## src/rtl/note_scheduler_pkg.sv

```systemverilog
// Shared lane, state and sprite geometry definitions for the note scheduler and the
// sprite modules it drives.
package note_scheduler_pkg;

    localparam int NUM_LANES = 5;

    typedef enum logic [2:0] {GREEN, RED, YELLOW, BLUE, ORANGE} lane_e;

    typedef enum logic [1:0] {IDLE, GAP, ARMED, FIRE} state_t;

    // Packed {orange..green}, matching the lane_y_pos ordering.
    localparam logic [NUM_LANES-1:0][9:0] LANE_X_POS =
        {10'd480, 10'd400, 10'd320, 10'd240, 10'd160};

    localparam logic [9:0] Y_STEP = 10'd8;
    localparam logic [9:0] Y_MAX  = 10'd480;

    function automatic logic [2:0] lane_count(input logic [NUM_LANES-1:0] v);
        lane_count = 3'd0;
        for (int i = 0; i < NUM_LANES; i++)
            lane_count = lane_count + 3'(v[i]);
    endfunction

endpackage

```

## src/rtl/note_scheduler_if.sv

```systemverilog
// Frame-side bus between the game logic / sprites and the note scheduler.
interface note_scheduler_if;

    logic                                   frame_clk;
    logic                                   enable;
    logic [7:0]                             density;
    logic [note_scheduler_pkg::NUM_LANES*10-1:0] lane_y_pos;
    logic [note_scheduler_pkg::NUM_LANES-1:0]    spawn;
    logic [2:0]                             active_count;
    logic [15:0]                            notes_spawned;

    modport slave (
        input  frame_clk, enable, density, lane_y_pos,
        output spawn, active_count, notes_spawned
    );

    modport master (
        output frame_clk, enable, density, lane_y_pos,
        input  spawn, active_count, notes_spawned
    );

endinterface

```

## src/rtl/note_scheduler_lfsr16.sv

```systemverilog
// 16-bit Galois LFSR (x^16+x^14+x^13+x^11), stepping once per adv pulse.
module lfsr16 (
    input  logic        Clk,
    input  logic        Reset,
    input  logic        adv,
    input  logic [15:0] seed,
    output logic [15:0] q
);

    logic [15:0] lfsr_q, lfsr_d;

    always_comb begin
        lfsr_d = lfsr_q;
        if (adv)
            lfsr_d = {1'b0, lfsr_q[15:1]} ^ (lfsr_q[0] ? 16'hB400 : 16'h0000);
    end

    always_ff @(posedge Clk) begin
        if (Reset) lfsr_q <= seed;
        else       lfsr_q <= lfsr_d;
    end

    assign q = lfsr_q;

endmodule

```

## src/rtl/note_scheduler.sv

```systemverilog
// Decides on frame edges when and in which lane a falling note is launched, honouring
// minimum spacing, a cap on simultaneous notes and a tunable density.
//
//   state | meaning
//   IDLE  | game stopped, no launches
//   GAP   | counting down the minimum spacing after a launch or start
//   ARMED | rolling the LFSR each frame for a launch
//   FIRE  | spawn held for the one frame the sprite samples it
module note_scheduler
    import note_scheduler_pkg::*;
#(
    parameter int          MIN_GAP_FRAMES = 20,
    parameter int          MAX_ACTIVE     = 3,
    parameter logic [15:0] LFSR_SEED      = 16'hACE1
) (
    input  logic            Clk,
    input  logic            Reset,
    note_scheduler_if.slave bus
);

    localparam logic [7:0] GAP_LOAD = 8'(MIN_GAP_FRAMES - 1);

    state_t               state_q, state_d;
    logic [7:0]           gap_q, gap_d;
    logic [NUM_LANES-1:0] spawn_q, spawn_d, shadow_q, shadow_d;
    logic [NUM_LANES-1:0] busy, pick_onehot;
    logic [15:0]          count_q, count_d, lfsr;
    logic                 frame_dly_q, frame_edge_q, frame_edge_d;
    logic [2:0]           active, cand;
    logic                 fire_ok;

    lfsr16 u_lfsr (
        .Clk   (Clk),
        .Reset (Reset),
        .adv   (frame_edge_q),
        .seed  (LFSR_SEED),
        .q     (lfsr)
    );

    // Same delay + rising-edge pair as the sprites so both act on the same cycle.
    assign frame_edge_d = bus.frame_clk & ~frame_dly_q;

    always_comb begin
        busy = '0;
        for (int i = 0; i < NUM_LANES; i++)
            busy[i] = (bus.lane_y_pos[i*10 +: 10] != 10'd0) | shadow_q[i];
    end

    assign active = lane_count(busy);
    assign cand   = (lfsr[2:0] >= 3'(NUM_LANES)) ? lfsr[2:0] - 3'(NUM_LANES) : lfsr[2:0];

    // Scan from the highest offset down so the nearest free lane after cand wins.
    always_comb begin
        logic [3:0] sum;
        sum         = 4'd0;
        pick_onehot = '0;
        for (int k = NUM_LANES - 1; k >= 0; k--) begin
            sum = {1'b0, cand} + 4'(k);
            if (sum >= 4'(NUM_LANES)) sum = sum - 4'(NUM_LANES);
            if (!busy[sum[2:0]]) begin
                pick_onehot             = '0;
                pick_onehot[sum[2:0]]   = 1'b1;
            end
        end
    end

    assign fire_ok = (lfsr[15:8] < bus.density) && (int'(active) < MAX_ACTIVE) &&
                     (busy != '1);

    always_comb begin
        state_d  = state_q;
        gap_d    = gap_q;
        spawn_d  = spawn_q;
        shadow_d = shadow_q;
        count_d  = count_q;

        if (frame_edge_q)
            shadow_d = (state_q == FIRE) ? spawn_q : '0;

        if (!bus.enable) begin
            state_d = IDLE;
            spawn_d = '0;
            gap_d   = 8'd0;
        end else if (frame_edge_q) begin
            case (state_q)
                IDLE: begin
                    state_d = GAP;
                    gap_d   = GAP_LOAD;
                end
                GAP: begin
                    if (gap_q <= 8'd1) begin
                        gap_d   = 8'd0;
                        state_d = ARMED;
                    end else begin
                        gap_d = gap_q - 8'd1;
                    end
                end
                ARMED: begin
                    if (fire_ok) begin
                        spawn_d = pick_onehot;
                        count_d = count_q + 16'd1;
                        state_d = FIRE;
                    end
                end
                FIRE: begin
                    spawn_d = '0;
                    gap_d   = GAP_LOAD;
                    state_d = GAP;
                end
                default: state_d = IDLE;
            endcase
        end
    end

    always_ff @(posedge Clk) begin
        if (Reset) begin
            state_q      <= IDLE;
            gap_q        <= 8'd0;
            spawn_q      <= '0;
            shadow_q     <= '0;
            count_q      <= 16'd0;
            frame_dly_q  <= 1'b0;
            frame_edge_q <= 1'b0;
        end else begin
            state_q      <= state_d;
            gap_q        <= gap_d;
            spawn_q      <= spawn_d;
            shadow_q     <= shadow_d;
            count_q      <= count_d;
            frame_dly_q  <= bus.frame_clk;
            frame_edge_q <= frame_edge_d;
        end
    end

    assign bus.spawn         = spawn_q;
    assign bus.active_count  = active;
    assign bus.notes_spawned = count_q;

endmodule

```

## src/flat_wrapper.sv

```systemverilog
// flat-port wrapper written by rule: the top's interface ports become plain ports
module note_scheduler_flat import note_scheduler_pkg::*;
#(
    parameter int          MIN_GAP_FRAMES = 20,
    parameter int          MAX_ACTIVE     = 3,
    parameter logic [15:0] LFSR_SEED      = 16'hACE1
)
  (Clk, Reset, bus_frame_clk, bus_enable, bus_density, bus_lane_y_pos, bus_spawn, bus_active_count, bus_notes_spawned);
  note_scheduler_if bus_i ();
  input  logic Clk;
  input  logic Reset;
  input wire logic [$bits(bus_i.frame_clk)-1:0] bus_frame_clk;
  input wire logic [$bits(bus_i.enable)-1:0] bus_enable;
  input wire logic [$bits(bus_i.density)-1:0] bus_density;
  input wire logic [$bits(bus_i.lane_y_pos)-1:0] bus_lane_y_pos;
  output wire logic [$bits(bus_i.spawn)-1:0] bus_spawn;
  output wire logic [$bits(bus_i.active_count)-1:0] bus_active_count;
  output wire logic [$bits(bus_i.notes_spawned)-1:0] bus_notes_spawned;
  assign bus_i.frame_clk = bus_frame_clk;
  assign bus_i.enable = bus_enable;
  assign bus_i.density = bus_density;
  assign bus_i.lane_y_pos = bus_lane_y_pos;
  assign bus_spawn = bus_i.spawn;
  assign bus_active_count = bus_i.active_count;
  assign bus_notes_spawned = bus_i.notes_spawned;
  note_scheduler #(.MIN_GAP_FRAMES(MIN_GAP_FRAMES), .MAX_ACTIVE(MAX_ACTIVE), .LFSR_SEED(LFSR_SEED)) u_core (.Clk(Clk), .Reset(Reset), .bus(bus_i));
endmodule
```

## config.mk

```make
export PLATFORM = sky130hd
export DESIGN_NAME = note_scheduler_flat
export DESIGN_NICKNAME = d
export VERILOG_FILES = /design/src/rtl/note_scheduler_pkg.sv /design/src/rtl/note_scheduler_if.sv /design/src/rtl/note_scheduler_lfsr16.sv /design/src/rtl/note_scheduler.sv /design/src/flat_wrapper.sv
export SDC_FILE = /design/constraint.sdc
export NUM_CORES = 1
export LEC_CHECK = 0
export BUFFER_PORTS_ARGS = -buffer_cell sky130_fd_sc_hd__buf_2
export CORE_ASPECT_RATIO = 1.25
export CORE_UTILIZATION = 55
export DETAILED_ROUTE_END_ITERATION = 16
export PLACE_DENSITY_LB_ADDON = 0.08
export SLEW_MARGIN = 20
export SYNTH_ARGS = -nofsm -noshare
export SYNTH_HDL_FRONTEND = slang
export SYNTH_SLANG_ARGS = --single-unit
export TNS_END_PERCENT = 10
```

## constraint.sdc

```tcl
create_clock -name Clk -period 4.81 [get_ports Clk]
set_input_delay 0.962 -clock Clk [delete_from_list [all_inputs] [get_ports Clk]]
set_output_delay 0.962 -clock Clk [all_outputs]
set_load 0.02 [all_outputs]
```

==> key figures <==
Power and ir drop
  – Reg power frac: 49.7%
  – Comb power frac: 21.6%
  – Net Sw Frac: a little under a third
  – Leakage power: 2.02 nW
  – P per Cell Area: 191 nW/um^2
  – Sw power: roughly 0.28 mW
  – Clock Power Share: 28.8%
  – Maximum vdd drop: 0.000233 V
  – P_int: 0.652 mW

Setup path
  – Slowest cell on crit path: fa_1
  – Flop2flop setup slack: 500 ps
  – R2R depth: 13
  – CP max stage delay: 610 ps
  – Ordered list of cells on the worst path: buf_2 -> nor4_1 -> and3_1 -> inv_1 -> ha_1 -> fa_1 -> ha_1 -> inv_1 -> fa_1 -> inv_1 -> a211oi_1 -> o21ai_0 -> a21oi_2 -> nand4_1 -> buf_4 -> nor3_1 -> xnor2_1 -> nor2_1
  – Worst R2R End: u_core.bus.spawn[4]
  – Critical path class: input pin to flop
  – Critical Path Source Type: input pin
  – CP Capture Type: flop
  – Largest fanout on the critical path: 8
  – RR Startpoint: u_core.u_lfsr.q[1]
  – Worst path most repeated cell: inv_1
  – Crit path DAT: roughly 4700 ps
  – Worst endpoint required time: 4990 ps

Floorplan
  – Die Span Y: between 100 and 150 microns
  – Total Die Area: 8120 sq um
  – DIE WIDTH: 80.8 microns
  – Initial Util: 57.3%
  – I/O pins: 86
  – FP Rows: 35
  – Core area: 7440 sq um

Synth
  – Library cells used by synthesis: 79
  – Synth Area in Simple Gates: 28.1%
  – Mapped Area: between 4000 and 5000 sq um
  – Proportion of synthesized area in mux cells: 6.45%
  – Ys flop type: dfxtp_1
  – XOR/XNOR Fraction of Synth Area: 4.31%
  – Largest family of logic cells by synthesized area: simple AND/OR/NAND/NOR gates
  – Synth Area per Inst: between 8 and 9 sq um
  – Synth warn: 0
  – Adder-Cell Fraction of Synth Area: 8.74%
  – Flop and latch count out of synthesis: 54
  – Synth async-reset ratio: 0%
  – Sequential share of the synthesized area: 25.3%
  – Synthesized instance count: 532
  – Synth Net Count: 622
  – EDFF count, synth: 0
  – Post-synthesis compound-gate area fraction: roughly a fifth

CTS
  – H-Tree Depth: 2
  – CTS Sinks: 54
  – Hold Buf Count CTS: 0
  – CTS root buf: clkbuf_8
  – CTS tree: built
  – Max clock buf depth: 2
  – Worst-Skew Late Latency: 310 ps
  – Number of CTS-inserted buffers: 5
  – Clock transition at the registers of the reported paths: 90 ps

Hold path
  – Depth of the worst hold-timing path: 1
  – Hold Startpoint: u_core.frame_dly_q
  – Hold EP: u_core.frame_edge_q
  – HP Class: flop to flop

STA
  – Final hold violations: 0
  – Skew final: 18.9 ps
  – Fmax achieved: around 220 MHz
  – Final setup fails: 0
  – Post-layout minimum cycle time: ~4500 ps
  – Fin crit share: 93.2%
  – Slew headroom: between 50% and 60%
  – Post-route setup TNS: 0 ps
  – Hold Slack: roughly 390 ps
  – Final Slew Violations: 0
  – RSZ-0062 raised after global routing: no
  – Worst-Margin Slew: 617 ps
  – Setup slack after layout: ~330 ps

Detailed routing
  – Drt first-iter violations: 223
  – DRC Markers: 0
  – Routed Antenna Nets: 0
  – Vias per Instance: 5.81
  – Via count: slightly above 4000
  – Total Wirelength: 10500 microns
  – DR WL/cell: 14.8 microns
  – 1st-pass router iterations: 5

Final layout
  – Share of layout cells above drive strength 1: 22.4%
  – ANT cells: 0
  – Commonest cells after routing, fill and taps aside: buf_2 (85), nor2_1 (57), dfxtp_1 (54), nand2_1 (39), inv_1 (35)
  – Area grow syn2layout: 14.7%
  – Nets: between 700 and 800
  – Most common cell after layout, fill and taps aside: buf_2
  – Final Util: 65.7%

Global route
  – First-pass GRT wire length: 17500 microns
  – Overflow after GRT: 0
  – Total GRT Usage: between 20 and 30%
  – Largest net degree at the start of global routing: 39
  – Antenna violations before repair: 0
  – Vias in the first global route: 3865

Placed design
  – Gp weighted congestion: 0.929
  – Place WS: -31.9 ps
  – Hpwl dp: 8320 microns
  – Port Buffers: 85

Job
  – Max Cap Violations: 0

Outcome
  – Status: completed
synthesized netlist by cell type, drive strengths merged (12+ instances only):
master	instances	area [sq um]
ha	25	313
mux2i	20	204
clkbuf	14	52.6
o21ai	16	83.8
nand3	26	130
nand2b	14	87.6
nor4	14	87.6
nand2	39	146
a21oi	22	125
nor3	24	120
nand4	12	75.1
nor2	57	214
xnor2	19	166
dfxtp	54	1080
inv	37	139
worst max-delay path by stage:
stage,slack [ps],from,to
2_1_floorplan,300,bus_lane_y_pos[3],u_core.bus.notes_spawned[14]
3_3_place_gp,70,bus_lane_y_pos[13],u_core.bus.notes_spawned[11]
3_5_place_dp,-30,bus_lane_y_pos[1],u_core.bus.notes_spawned[11]
4_1_cts,320,bus_lane_y_pos[1],u_core.bus.notes_spawned[11]
5_1_grt,80,bus_lane_y_pos[1],u_core.bus.notes_spawned[10]
6_report,330,bus_lane_y_pos[1],u_core.bus.notes_spawned[8]
power groups by stage:
stage / sequential (mW) / clock (mW) / combinational [mW]
after floorplan: 0.472 / 0 / 0.145
after global placement: 0.475 / 0 / 0.196
after detailed placement: 0.475 / 0 / 0.200
after CTS: 0.465 / 0.278 / 0.201
after global routing: 0.466 / 0.291 / 0.223
final: 0.465 / 0.269 / 0.202
per-layer routing:
metal	track usage (%)	routed length, microns	vias to the layer above
li1	-	-	2091
met1	32.0	4410	1930
met3	4.16	355	20
met5	0	0	-
met4	9.75	234	0
met2	48.5	5480	76
critical path: cells and delay by family:
kind	cells	cell delay (ps)
fa+ha+maj	4	1560
simple gates	5	950
compound gates	3	590
buf+inv	5	460
xor+xnor	1	150
kinds of logic after synthesis:
| logic type | Yosys count |
|---|---|
| and+or+nand+nor | 232 |
| AOI/OAI and AO/OA | 111 |
| buffers and inverters | 60 |
| DFF | 54 |
| adders and majority gates | 28 |
| muxes | 26 |
| xor gates and xnor gates | 21 |
what timing repair did:
action / in CTS / in global routing
setup buffers: 0 / 1
endpoints found under the setup margin: 0 / 1
resized for setup: 0 / 0
through the flow:
stage | power [mW] | std cells | instance area [sq um]
after floorplan | 0.617 | 532 | 4270
after global placement | 0.671 | 700 | 4790
after detailed placement | 0.675 | 700 | 4790
after CTS | 0.943 | 708 | 4890
after global routing | 0.980 | 709 | 4890
final | 0.935 | 709 | 4890
final cells by class:
| type | instances | area (sq um) |
|---|---|---|
| sequential | 54 | 1080 |
| clock buffer | 5 | 68.8 |
| timing repair buffer | 99 | 531 |
| fill | 691 | 2550 |
| tap | 92 | 115 |
| multi-input combinational | 418 | 2930 |
| clock inverter | 3 | 28.8 |
| inverter | 38 | 143 |
flip-flops by register name (all words and copies together), names as in the netlist:
register,cells
u_core.frame_dly_q,1
u_core.gap_q,8
u_core.bus.notes_spawned,16
u_core.state_q,2
u_core.shadow_q,5
u_core.frame_edge_q,1
u_core.bus.spawn,5
u_core.u_lfsr.q,16
Power figures use the tool's default switching activity.
